`config.mk`:
```
export PLATFORM = sky130hd
export DESIGN_NAME = symbol_gen
export DESIGN_NICKNAME = d
export VERILOG_FILES = /design/src/rtl/symbol_gen.sv
export SDC_FILE = /design/constraint.sdc
export NUM_CORES = 1
export LEC_CHECK = 0
export ABC_AREA = 1
export CAP_MARGIN = 30
export CORE_MARGIN = 4
export CORE_UTILIZATION = 30
export CTS_BUF_LIST = sky130_fd_sc_hd__clkbuf_8 sky130_fd_sc_hd__clkbuf_16
export DETAILED_ROUTE_END_ITERATION = 12
export GPL_TIMING_DRIVEN = 0
export PLACE_DENSITY = 0.43
export SETUP_SLACK_MARGIN = 0.1
export SLEW_MARGIN = 20
export SYNTH_ARGS = -nofsm -noshare
export SYNTH_HDL_FRONTEND = slang
export SYNTH_SLANG_ARGS = --single-unit
```
`constraint.sdc`:
```
create_clock -name clk -period 1.95 [get_ports clk]
set_input_delay 0.39 -clock clk [delete_from_list [all_inputs] [get_ports clk]]
set_output_delay 0.39 -clock clk [all_outputs]
set_load 0.02 [all_outputs]
```
`src/rtl/symbol_gen.sv`:
```
// symbol_gen -- serial symbol transmitter.
//
// Each accepted symbol (level, length) is driven on tx_out for exactly `length`
// clock cycles. A one-entry pending register sits behind the active symbol so
// consecutive symbols can run back-to-back with no idle gap.
//
// Ports
//   clk, rst_n    clock, asynchronous active-low reset
//   sym_vld/rdy   request handshake; transfer when sym_vld & sym_rdy
//   sym_lvl       level to drive for the symbol
//   sym_len       symbol length in cycles (LEN_W bits, unsigned)
//   sym_last      symbol ends a frame
//   tx_out        registered serial line output (IDLE_LVL when idle)
//   tx_busy       a symbol is being driven
//   sym_done      pulse on the final cycle of every symbol
//   frame_done    pulse on the final cycle of a symbol with sym_last=1
//   len_err       pulse the cycle after accepting a symbol shorter than MIN_LEN
//   udr_err       pulse in the first idle cycle after a non-last symbol ran dry
module symbol_gen #(
  parameter int   LEN_W       = 16,
  parameter logic IDLE_LVL    = 1'b1,
  parameter int   MIN_LEN     = 1,
  parameter int   END_OF_LIST = 1
) (
  input  logic             clk,
  input  logic             rst_n,
  input  logic             sym_vld,
  output logic             sym_rdy,
  input  logic             sym_lvl,
  input  logic [LEN_W-1:0] sym_len,
  input  logic             sym_last,
  output logic             tx_out,
  output logic             tx_busy,
  output logic             sym_done,
  output logic             frame_done,
  output logic             len_err,
  output logic             udr_err
);

  // A zero-length symbol would never reach its final cycle.
  if (MIN_LEN < 1 || END_OF_LIST < 0) begin : g_param_chk
    $error("symbol_gen: MIN_LEN must be >= 1");
  end

  typedef enum logic {IDLE, SEND} state_t;

  state_t           state_q;
  logic [LEN_W-1:0] cnt_q;
  logic             tx_out_q;
  logic             act_last_q;
  logic             pend_vld_q;
  logic             pend_lvl_q;
  logic [LEN_W-1:0] pend_len_q;
  logic             pend_last_q;
  logic             sym_rdy_q;
  logic             len_err_q;
  logic             udr_err_q;

  logic acc, len_ok, take, last_cyc, pend_fill;

  assign acc       = sym_vld & sym_rdy_q;
  assign len_ok    = sym_len >= LEN_W'(MIN_LEN);
  assign take      = acc & len_ok;              // short symbols are dropped here
  assign last_cyc  = (state_q == SEND) && (cnt_q == LEN_W'(1));
  assign pend_fill = (state_q == SEND) && !last_cyc && take;

  always_ff @(posedge clk or negedge rst_n) begin
    if (!rst_n) begin
      state_q     <= IDLE;
      cnt_q       <= '0;
      tx_out_q    <= IDLE_LVL;
      act_last_q  <= 1'b0;
      pend_vld_q  <= 1'b0;
      pend_lvl_q  <= 1'b0;
      pend_len_q  <= '0;
      pend_last_q <= 1'b0;
      sym_rdy_q   <= 1'b1;
      len_err_q   <= 1'b0;
      udr_err_q   <= 1'b0;
    end else begin
      len_err_q <= acc & ~len_ok;
      udr_err_q <= 1'b0;
      // Ready drops as the pending slot fills and stays low for one extra cycle
      // after it drains, so it never reads high while the slot is occupied.
      sym_rdy_q <= ~(pend_vld_q | pend_fill);
      case (state_q)
        IDLE: begin
          if (take) begin
            state_q    <= SEND;
            cnt_q      <= sym_len;
            tx_out_q   <= sym_lvl;
            act_last_q <= sym_last;
          end
        end
        SEND: begin
          if (last_cyc) begin
            if (pend_vld_q) begin
              cnt_q      <= pend_len_q;
              tx_out_q   <= pend_lvl_q;
              act_last_q <= pend_last_q;
              pend_vld_q <= 1'b0;
            end else if (take) begin
              cnt_q      <= sym_len;
              tx_out_q   <= sym_lvl;
              act_last_q <= sym_last;
            end else begin
              state_q   <= IDLE;
              cnt_q     <= '0;
              tx_out_q  <= IDLE_LVL;
              udr_err_q <= ~act_last_q;
            end
          end else begin
            cnt_q <= cnt_q - LEN_W'(1);
            if (take) begin
              pend_vld_q  <= 1'b1;
              pend_lvl_q  <= sym_lvl;
              pend_len_q  <= sym_len;
              pend_last_q <= sym_last;
            end
          end
        end
        default: state_q <= IDLE;
      endcase
    end
  end

  assign sym_rdy    = sym_rdy_q;
  assign tx_out     = tx_out_q;
  assign tx_busy    = (state_q == SEND);
  assign sym_done   = last_cyc;
  assign frame_done = last_cyc & act_last_q;
  assign len_err    = len_err_q;
  assign udr_err    = udr_err_q;

endmodule

```
==> metrics.log, run 1 <==
[metrics] antenna cells: 0
[metrics] share of the cycle needed by the critical path after routing: 1.05
[metrics] clock transition at the registers of the reported paths: 100 ps
[metrics] Max Clk Rate: between 400 and 500 MHz
[metrics] wire length of the first global-routing pass: 14,600 um
[metrics] height of the die: 108 um
[metrics] Finished Core Util: 0.381
[metrics] post-detailed-route via-to-cell ratio: roughly 4.4
[metrics] highest routing layer actually used: met4
[metrics] clock sink count: 41
[metrics] post-route minimum period: 2040 ps
[metrics] post-synthesis sequential element count: a little over 40
[metrics] Detail Route Antenna Nets: 0
[metrics] average cell area after synthesis: around 6.7 um^2
[metrics] wire length after detailed routing: around 8600 um
[metrics] final std cell area, no fill: around 3700 um^2
[metrics] dpl hpwl: 6600 um
[metrics] Top FF cell, synth: dfrtp_1
[metrics] kind of end point of the critical path: primary output
[metrics] Via Count: about 2,800
[metrics] TritonCTS clock tree: yes
[metrics] RSZ-0062 raised after global routing: true
[metrics] category of the worst setup path launch point: flip-flop
[metrics] number of CTS-inserted buffers: 5
[metrics] largest voltage drop on the vdd net: around 0.19 mV
[metrics] Post-Synthesis Cell Area: 2980 um^2
[metrics] final setup violating endpoints: 2
[metrics] level count of the clock H-tree: 2
[metrics] post-detailed-route wirelength per cell: 13.8 um
[metrics] critical path class: flip-flop to primary output
[metrics] total chip power: 0.00165 W
[metrics] pin count of the biggest net entering global routing: 29
[metrics] die outline width: between 100 and 150 um
[metrics] synth-to-layout area growth: 24.6%
[metrics] Yosys top cell by area: dfrtp_1
[metrics] Synth warnings: 0
[metrics] cell with the most instances after synthesis: nand2_1
[metrics] detailed-routing wirelength on met1: 4370 um
[metrics] outcome: finished with violations
[metrics] Synth async-reset ratio: 1.00
[metrics] leakage power of the design: roughly 1.8 nW
[metrics] violated checks: negative setup slack
[metrics] maximum net fanout on the critical path: 4
[metrics] overall die area: between 10,000 and 15,000 um^2
[metrics] total overflow reported by the global router: 0
[metrics] final-stage net count: 513
[metrics] root cell of the clock tree: clkbuf_8
[metrics] maximum buffer depth of the clock tree: 2
[metrics] routed length on met3: between 200 and 300 um
[metrics] proportion of layout cells with a drive suffix above 1: 0.185
[metrics] EDFF count, synth: 0
[metrics] share of the synthesized area in the top cell type: 0.328
[metrics] IO Port Bufs: 27
[metrics] number of global-route vias before repair: ~2,800
[metrics] total I/O pin count: 28
[metrics] Placeable Area: between 9000 and 10,000 um^2
[metrics] max-slew violation count: 0
[metrics] worst max-slew margin expressed relative to the limit: 0.695
[metrics] largest cells by area after synthesis: dfrtp_1, nand2_1, nor2_1
[metrics] initial cell density of the core: 0.306
[metrics] detailed-routing iteration count for the pre-antenna-repair pass: 4
[metrics] number of violations of the max-capacitance limit: 0
[metrics] GRT Overall Usage: 0.160
[metrics] number of design rule violations left after detail routing: 0
[metrics] list of most frequent post-synthesis cells: nand2_1, nor2_1, inv_1, dfrtp_1, nand3_1
[metrics] global placer's final weighted congestion: about 0.83
[metrics] Unique masters post-synth: 33
[metrics] internal reg-to-reg setup slack: 210 ps
[metrics] final worst-path setup slack: -91.0 ps
[metrics] measured slew at the worst slew-check pin: 457 ps
[metrics] share of synthesized area occupied by flip-flops and latches: 0.346
[metrics] cell row count: 36
[metrics] Cells after Synth: roughly 440
[metrics] final clock skew: around 13 ps
[metrics] post-placement setup slack: -486 ps
[metrics] worst hold slack across all endpoints: roughly 400 ps
[metrics] Clk Latency, worst-skew pair: around 310 ps
[metrics] required time of the critical path: 1560 ps
[metrics] PD cells: approximately 450 nW/um^2
[metrics] data arrival time at the worst-slack endpoint: between 1500 and 2000 ps
[metrics] classification of the worst-slack hold path: primary input to flip-flop
[metrics] met2 WL post-DR: 3830 um
[metrics] final-report hold violation count: 0
[metrics] number of antenna violations at the first check in global routing: 0
[metrics] DR iter-0 viols: 134
[metrics] Synthesized Nets: 465
[metrics] post-detailed-placement cell area: approximately 3400 um^2
-- timing repair --
action	4_1_cts	5_1_grt
endpoints found under the setup margin	7	38
buffers inserted	7	5
pin swaps	2	5
resized for setup	28	17
endpoints found under the hold margin	6	0
hold buffers	1	0
-- final timing paths --
path	from	cells after the start	to
worst max-delay path	cnt_q[1]$_DFFE_PN0P_	10	frame_done
worst min-delay path	sym_len[12]	3	pend_len_q[12]$_DFFE_PN0P_
worst max register to register	cnt_q[0]$_DFFE_PN0P_	12	cnt_q[14]$_DFFE_PN0P_
worst min register to register	tx_out$_DFFE_PN1P_	2	tx_out$_DFFE_PN1P_
max in group asynchronous	rst_n	3	sym_rdy$_DFF_PN1_
min in group asynchronous	rst_n	2	pend_len_q[14]$_DFFE_PN0P_
-- cell usage in the layout (no fill, tap or decap), types with 2 or more instances in the layout --
cell / count
nor2_2: 8
nand3_1: 37
dfrtp_1: 38
nand2_4: 3
dlymetal6s2s_1: 9
xor2_1: 4
inv_1: 39
buf_2: 5
nor2_1: 65
xnor2_1: 2
a21oi_2: 9
nand4_1: 2
buf_12: 2
buf_8: 2
clkbuf_8: 5
nor3_1: 2
nand2_2: 2
buf_6: 7
nor2_4: 14
o21ai_0: 20
clkbuf_1: 2
nand2_1: 155
nand3_2: 2
clkdlybuf4s50_1: 14
a21oi_1: 5
inv_2: 4
o21ai_2: 3
dfstp_2: 2
buf_4: 14
-- per-stage QoR --
step           instances  TNS (ps)
6_report             624      -135
5_1_grt              624      -379
4_1_cts              619      -358
3_5_place_dp         603     -8600
3_3_place_gp         602    -40240
2_1_floorplan        442         0
-- logic make-up (layout without fill, tap and decap cells) --
logic type | after synthesis | after routing | synth area share
xor gates and xnor gates | 6 | 6 | 0.0177
buffers and inverters | 62 | 111 | 0.107
and+or+nand+nor | 292 | 292 | 0.439
AOI/OAI and AO/OA | 39 | 39 | 0.0820
adders and majority gates | 2 | 2 | 0.00841
DFF | 41 | 41 | 0.346
-- flip-flops by register name, indices dropped and copies added (netlist names) --
register     count
act_last_q       1
cnt_q           16
len_err          1
pend_last_q      1
pend_len_q      16
pend_lvl_q       1
pend_vld_q       1
sym_rdy          1
tx_busy          1
tx_out           1
udr_err          1
-- per-layer routing --
layer,global-route usage,vias to the layer above
met5,0,-
met4,0.0388,0
met3,0.0312,10
met2,0.258,33
met1,0.221,1259
li1,-,1455
-- worst max-delay path: stages (launching register included) --
cell	delay, ps
dfrtp_1	400
inv_2	80
ha_4	130
inv_2	40
nor2_4	80
nand3_2	70
nor2_2	110
nand3_2	100
buf_8	160
nor2_4	80
buf_6	110
-- report_power, final --
part,internal [W],leakage [nW],switching (W),total [W]
logic,0.0000744,1.29,0.0000784,0.000153
registers,0.000874,0.464,0.0000194,0.000893
clock network,0.000255,0.0445,0.000353,0.000608
-- cell type report --
class                           instances  area, um^2
Tap cell                              133         166
Clock inverter                          3        21.3
Timing Repair Buffer                   41         409
Buffer                                 16         149
Sequential cell                        41        1030
Fill cell                            1087        6020
Multi-Input combinational cell        339        1680
Inverter                               46         180
Clock buffer                            5        68.8
Note: power is estimated with default switching activity, not from simulation.
==> inputs of run 2 (changes only) <==
--- a/config.mk
+++ b/config.mk
@@ -6,6 +6,7 @@
 export NUM_CORES = 1
 export LEC_CHECK = 0
 export ABC_AREA = 1
+export ABC_CLOCK_PERIOD_IN_PS = 1950
 export CAP_MARGIN = 30
 export CORE_MARGIN = 4
 export CORE_UTILIZATION = 30
==> results of run 2 <==
The final DEF is identical to that of run 1; final timing and power are the same.
